**config.mk**
```make
export PLATFORM = sky130hd
export DESIGN_NAME = ad_ip_jesd204_tpl_dac_datagen
export DESIGN_NICKNAME = d
export VERILOG_FILES = /design/src/rtl/ad_ip_jesd204_tpl_dac_datagen.sv
export SDC_FILE = /design/constraint.sdc
export NUM_CORES = 1
export LEC_CHECK = 0
export CORE_MARGIN = 2
export CORE_UTILIZATION = 45
export CTS_CLUSTER_SIZE = 14
export DETAILED_ROUTE_END_ITERATION = 10
export GPL_TIMING_DRIVEN = 0
export PLACE_DENSITY = 0.85
export SETUP_SLACK_MARGIN = 0.3
export SYNTH_ARGS = -nofsm -noshare
export SYNTH_HDL_FRONTEND = slang
export SYNTH_SLANG_ARGS = --single-unit
export TNS_END_PERCENT = 50
```
**constraint.sdc**
```tcl
create_clock -name link_clk -period 4.4 [get_ports link_clk]
set_clock_uncertainty 0.15 [all_clocks]
set_input_delay 1.32 -clock link_clk [delete_from_list [all_inputs] [get_ports link_clk]]
set_output_delay 1.32 -clock link_clk [all_outputs]
set_load 0.005 [all_outputs]
```
**src/rtl/ad_ip_jesd204_tpl_dac_datagen.sv**
```systemverilog
// Per-channel DAC sample source. It selects DDS, DMA, constant pattern, PN7, PN15,
// ramp or zeros and registers one word of SAMPLES 16-bit samples per link_clk.
// Ports:
//   link_clk, link_resetn           clock, async active-low reset
//   dac_valid                       framer consumes a word; all state advances only then
//   dac_sync                        restart pulse for every generator
//   dac_data_sel                    source select (0 DDS, 1 pattern, 2 DMA, 6 PN7, 7 PN15, 11 ramp)
//   dac_dds_format                  0 = offset binary (flip sample MSB), 1 = two's complement
//   dac_pat_data_0/1                pattern words for even/odd samples
//   dds_data, dma_data, dma_valid   upstream sample sources
//   dma_ready                       combinational: DMA word consumed this cycle
//   dac_data                        registered output word, sample k at [16k+15:16k]
//   dac_dunf                        registered one-cycle DMA underflow flag
module ad_ip_jesd204_tpl_dac_datagen #(
    parameter int unsigned SAMPLES = 4
) (
    input  logic                  link_clk,
    input  logic                  link_resetn,
    input  logic                  dac_valid,
    input  logic                  dac_sync,
    input  logic [3:0]            dac_data_sel,
    input  logic                  dac_dds_format,
    input  logic [15:0]           dac_pat_data_0,
    input  logic [15:0]           dac_pat_data_1,
    input  logic [16*SAMPLES-1:0] dds_data,
    input  logic [16*SAMPLES-1:0] dma_data,
    input  logic                  dma_valid,
    output logic                  dma_ready,
    output logic [16*SAMPLES-1:0] dac_data,
    output logic                  dac_dunf
);

    localparam int unsigned DW = 16 * SAMPLES;

    localparam logic [3:0] SEL_DDS  = 4'd0;
    localparam logic [3:0] SEL_PAT  = 4'd1;
    localparam logic [3:0] SEL_DMA  = 4'd2;
    localparam logic [3:0] SEL_PN7  = 4'd6;
    localparam logic [3:0] SEL_PN15 = 4'd7;
    localparam logic [3:0] SEL_RAMP = 4'd11;

    logic [6:0]    pn7_state;
    logic [14:0]   pn15_state;
    logic [15:0]   ramp_base;
    logic [3:0]    sel_prev;

    logic          restart;
    logic [6:0]    pn7_eff;
    logic [6:0]    pn7_adv;
    logic [14:0]   pn15_eff;
    logic [14:0]   pn15_adv;
    logic [15:0]   ramp_eff;
    logic [DW-1:0] pn7_word;
    logic [DW-1:0] pn15_word;
    logic [DW-1:0] word;
    logic          fmt_inv;

    // Unrolled PN7 (x^7+x^6+1): 16 bits per sample, first bit at sample bit 15.
    function automatic void pn7_gen(input logic [6:0] s, output logic [DW-1:0] w,
                                    output logic [6:0] ns);
        logic fb;
        ns = s;
        w  = '0;
        for (int unsigned i = 0; i < DW; i++) begin
            fb = ns[6] ^ ns[5];
            ns = {ns[5:0], fb};
            w[(i / 16) * 16 + 15 - (i % 16)] = fb;
        end
    endfunction

    // Unrolled PN15 (x^15+x^14+1), same bit ordering as PN7.
    function automatic void pn15_gen(input logic [14:0] s, output logic [DW-1:0] w,
                                     output logic [14:0] ns);
        logic fb;
        ns = s;
        w  = '0;
        for (int unsigned i = 0; i < DW; i++) begin
            fb = ns[14] ^ ns[13];
            ns = {ns[13:0], fb};
            w[(i / 16) * 16 + 15 - (i % 16)] = fb;
        end
    endfunction

    assign dma_ready = dac_valid & (dac_data_sel == SEL_DMA);

    // Source mux; a restart cycle already emits the first word of the new sequence.
    always_comb begin
        restart   = dac_sync | (dac_data_sel != sel_prev);
        pn7_eff   = restart ? 7'h7F : pn7_state;
        pn15_eff  = restart ? 15'h7FFF : pn15_state;
        ramp_eff  = restart ? 16'h0000 : ramp_base;
        pn7_word  = '0;
        pn7_adv   = pn7_eff;
        pn15_word = '0;
        pn15_adv  = pn15_eff;
        word      = '0;
        fmt_inv   = 1'b0;

        pn7_gen(pn7_eff, pn7_word, pn7_adv);
        pn15_gen(pn15_eff, pn15_word, pn15_adv);

        case (dac_data_sel)
            SEL_DDS: begin
                word    = dds_data;
                fmt_inv = 1'b1;
            end
            SEL_PAT: begin
                for (int unsigned k = 0; k < SAMPLES; k++) begin
                    word[16*k +: 16] = (k % 2 == 0) ? dac_pat_data_0 : dac_pat_data_1;
                end
                fmt_inv = 1'b1;
            end
            SEL_DMA: begin
                // Underflow emits a true zero word, never format-adjusted.
                if (dma_valid) begin
                    word    = dma_data;
                    fmt_inv = 1'b1;
                end
            end
            SEL_PN7:  word = pn7_word;
            SEL_PN15: word = pn15_word;
            SEL_RAMP: begin
                for (int unsigned k = 0; k < SAMPLES; k++) begin
                    word[16*k +: 16] = ramp_eff + 16'(k);
                end
                fmt_inv = 1'b1;
            end
            default: word = '0;
        endcase

        if (fmt_inv && !dac_dds_format) begin
            for (int unsigned k = 0; k < SAMPLES; k++) begin
                word[16*k + 15] = ~word[16*k + 15];
            end
        end
    end

    // Generator state and output registers; nothing advances without dac_valid.
    always_ff @(posedge link_clk or negedge link_resetn) begin
        if (!link_resetn) begin
            pn7_state  <= 7'h7F;
            pn15_state <= 15'h7FFF;
            ramp_base  <= 16'h0000;
            sel_prev   <= 4'd0;
            dac_data   <= '0;
            dac_dunf   <= 1'b0;
        end else begin
            sel_prev <= dac_data_sel;
            dac_dunf <= dac_valid & (dac_data_sel == SEL_DMA) & ~dma_valid;
            if (dac_valid) begin
                dac_data   <= word;
                pn7_state  <= pn7_adv;
                pn15_state <= pn15_adv;
                ramp_base  <= ramp_eff + 16'(SAMPLES);
            end else begin
                pn7_state  <= pn7_eff;
                pn15_state <= pn15_eff;
                ramp_base  <= ramp_eff;
            end
        end
    end

endmodule

```
==> impl_results.md <==
- Cts bufs inserted: 9
- Worst Hold Class: reg2reg
- Die X-Extent: about 140 um
- Initial Util: a little under half
- DRT Pass-1 Iters: 8
- Overall power after layout: approximately 2.8 mW
- Max Cap Violations: 0
- Commonest non-fill, non-tap cell in the layout: clkdlybuf4s50_1
- Power per cell area: roughly 230 nW/um^2
- RSZ-0062 raised after global routing: no
- H-Tree Depth: 3
- Seq/Total Area, Yosys: 31.9%
- Largest net degree at the start of global routing: 59
- Fin util: between 60% and 70%
- Global-route congestion overflow total: 0
- Syn_area_per_cell: roughly 8.8 um^2
- Final min period: approximately 4.1 ns
- Root Buffer: clkbuf_16
- Worst-path fanout max: 10
- Via density: between 6 and 7
- Core Area: 18600 um^2
- Setup-failing EPs final: 0
- Clk buf depth: 2
- Port bufs: between 200 and 250
- GRT Total Usage: 48.2%
- Die area: 20000 um^2
- Global-route wire length before repair: approximately 70 mm
- Arr. time, crit path: roughly 4.2 ns
- Clk_lat worst skew: roughly 0.38 ns
- Cells after synthesis: between 900 and 1000
- Crit path capture type: flip-flop
- Layout Nets: 1409
- # rows: 50
- Outcome: finished clean
- Static leakage: between 4 and 5 nW
- CTS tree: built
- Max-slew headroom: 22.5%
- Most frequent cells in the layout: 227 x clkdlybuf4s50_1, 101 x xnor2_1, 85 x dfrtp_1
- Clock sink count: about 110
- Worst Path Required: 4.46 ns
- I/O pin count: between 200 and 250
- Most used DFF post-synth: dfrtp_1
- Yosys reg bits: 107
- Routability cong.: 1.08
- Post-route cell area: around 12000 um^2
- Via count: 10122
- Layout cells sized above 1: between 10 and 15%
- Area growth from synthesis to layout: 40.4%
- DRC: 0
- Post-synth cell types: 69
- Max Fclk: approximately 0.24 GHz
- Diode count: 0
- Post-Route WL: just under 50 mm
- DP Area: around 11000 um^2
- Die height: about 140 um
- DR iter-0 viols: approximately 1700
- Hold-fix buffers, CTS: 0
- Placed cells: around 1400
- Antenna violations before repair: 1
- Synthesized cell area: between 8000 and 9000 um^2
- Crit path kind: in2reg
- Post-synth net total: 1141
- DRT antenna net count: 0
- Clock transition at path regs: around 0.09 ns
- HPWL after detailed placement: approximately 36 mm
- Layout fillers: approximately 1600
- Post-synth EDFFs: 0
- Ys async rst share: between 90% and 100%
- VDD IR-drop max: 0.242 mV
- Yosys warns: 0
- CP Launch Type: input pin
- Period utilization: 93.0%
- Routed length per instance: between 30 and 40 um
- Slew @ Worst Pin: 1.16 ns
- Vias in the first global route: between 10000 and 15000
- Final Max Slew Viols: 0
- Fin. Hold Viols: 0
- Non-filler cells, final: 1473
metrics by stage:
| step | hold slack, ns | setup WS, ns | TNS, ns |
|---|---|---|---|
| 2_1_floorplan | 0.326 | 0.314 | 0 |
| 3_3_place_gp | 0.320 | -2.44 | -263.72 |
| 3_5_place_dp | 0.323 | -1.40 | -33.52 |
| 4_1_cts | 0.344 | 0.309 | 0 |
| 5_1_grt | 0.362 | 0.306 | 0 |
| 6_report | 0.342 | 0.308 | 0 |
area by class of cell:
| cell class | instances | area [um^2] | area share [%] |
|---|---|---|---|
| Tap cell | 234 | 293 | 2.46 |
| Multi-Input combinational cell | 727 | 5440 | 45.7 |
| Timing Repair Buffer | 257 | 2530 | 21.2 |
| Sequential cell | 107 | 2710 | 22.7 |
| Clock buffer | 9 | 225 | 1.89 |
| Buffer | 112 | 564 | 4.74 |
| Clock inverter | 7 | 77.6 | 0.652 |
| Inverter | 20 | 75.1 | 0.631 |
synth_stat cells (3+ instances only):
| library cell | number | area, um^2 |
|---|---|---|
| o211ai_1 | 6 | 45.0 |
| nand3_1 | 25 | 125 |
| and4_1 | 3 | 26.3 |
| dfstp_2 | 22 | 578 |
| and2_1 | 3 | 18.8 |
| o2bb2ai_1 | 27 | 236 |
| nand3b_1 | 4 | 30.0 |
| buf_2 | 41 | 205 |
| o21ai_1 | 11 | 55.1 |
| a221oi_1 | 9 | 78.8 |
| or3_1 | 4 | 25.0 |
| nor2_1 | 52 | 195 |
| buf_4 | 7 | 52.6 |
| nand2_1 | 67 | 251 |
| mux2i_1 | 3 | 30.0 |
| dfrtp_1 | 85 | 2130 |
| xnor2_1 | 104 | 911 |
| a31oi_1 | 3 | 18.8 |
| a221o_1 | 6 | 60.1 |
| nor3_1 | 11 | 55.1 |
| a2bb2oi_1 | 3 | 26.3 |
| buf_1 | 5 | 18.8 |
| and3_1 | 7 | 43.8 |
| clkbuf_1 | 57 | 214 |
| nor4_1 | 4 | 25.0 |
| nor3_4 | 3 | 48.8 |
| a22oi_1 | 8 | 60.1 |
| o21ai_0 | 67 | 335 |
| nand4_1 | 10 | 62.6 |
| xor2_1 | 79 | 692 |
| o221ai_1 | 21 | 184 |
| a21oi_1 | 50 | 250 |
| a211oi_1 | 12 | 90.1 |
| a222oi_1 | 59 | 591 |
| ha_1 | 5 | 62.6 |
| a22o_1 | 14 | 123 |
| nor2b_1 | 5 | 31.3 |
| o22ai_1 | 8 | 50.1 |
| inv_1 | 19 | 71.3 |
state kept, by name, indices dropped and copies added, names as in the netlist:
register    cells
pn15_state     15
dac_data       64
sel_prev        4
ramp_base      16
dac_dunf        1
pn7_state       7
cell families after synthesis:
| family | synth area share (%) |
|---|---|
| compound gates | 26.9 |
| xor+xnor | 19.9 |
| fa+ha+maj | 0.737 |
| buf+inv | 6.78 |
| flops | 31.9 |
| mux | 0.487 |
| simple gates | 13.2 |
layer usage:
layer / vias up / track usage, % / share of wire (%) / wire [um]
met4: 2 / 36.3 / 8.8 / 4330
met1: 4776 / 58.2 / 35 / 17100
met3: 243 / 15.2 / 14 / 6960
met5: - / 0 / 0.020 / 10
li1: 4107 / - / - / -
met2: 994 / 72.2 / 42 / 20500
worst max-delay path: stages:
cell	delay [ns]
clkbuf_2	0.14
nor2b_1	0.21
and3b_1	0.20
buf_2	0.19
nand3_1	0.34
clkbuf_1	0.61
o21ai_0	0.21
o21ai_0	0.66
o221ai_1	0.26
where the power goes:
part           switching [mW]  internal [mW]  total, mW
combinational           0.469          0.361      0.830
sequential             0.0216           1.02       1.05
clock                   0.470          0.405      0.875
total                   0.961           1.79       2.75
what timing repair did:
action / 4_1_cts / 5_1_grt
gates cloned: 0 / 0
resized for setup: 54 / 21
endpoints found under the setup margin: 49 / 36
buffers inserted: 13 / 8
pin swaps: 9 / 7
worst paths after layout:
path	cells past startpoint	slack, ns	from	end
worst min register to register	1	0.34	dac_data[32]$_DFFE_PN0P_	dac_data[32]$_DFFE_PN0P_
max in group asynchronous	2	2.46	link_resetn	pn15_state[3]$_DFF_PN1_
worst max register to register	15	1.02	sel_prev[2]$_DFF_PN0_	dac_data[22]$_DFFE_PN0P_
worst min-delay path	1	0.34	dac_data[32]$_DFFE_PN0P_	dac_data[32]$_DFFE_PN0P_
worst max-delay path	9	0.31	dac_data_sel[2]	dac_data[53]$_DFFE_PN0P_
min in group asynchronous	1	0.83	link_resetn	dac_data[24]$_DFFE_PN0P_
No activity file was read; power rests on OpenSTA's default activity.
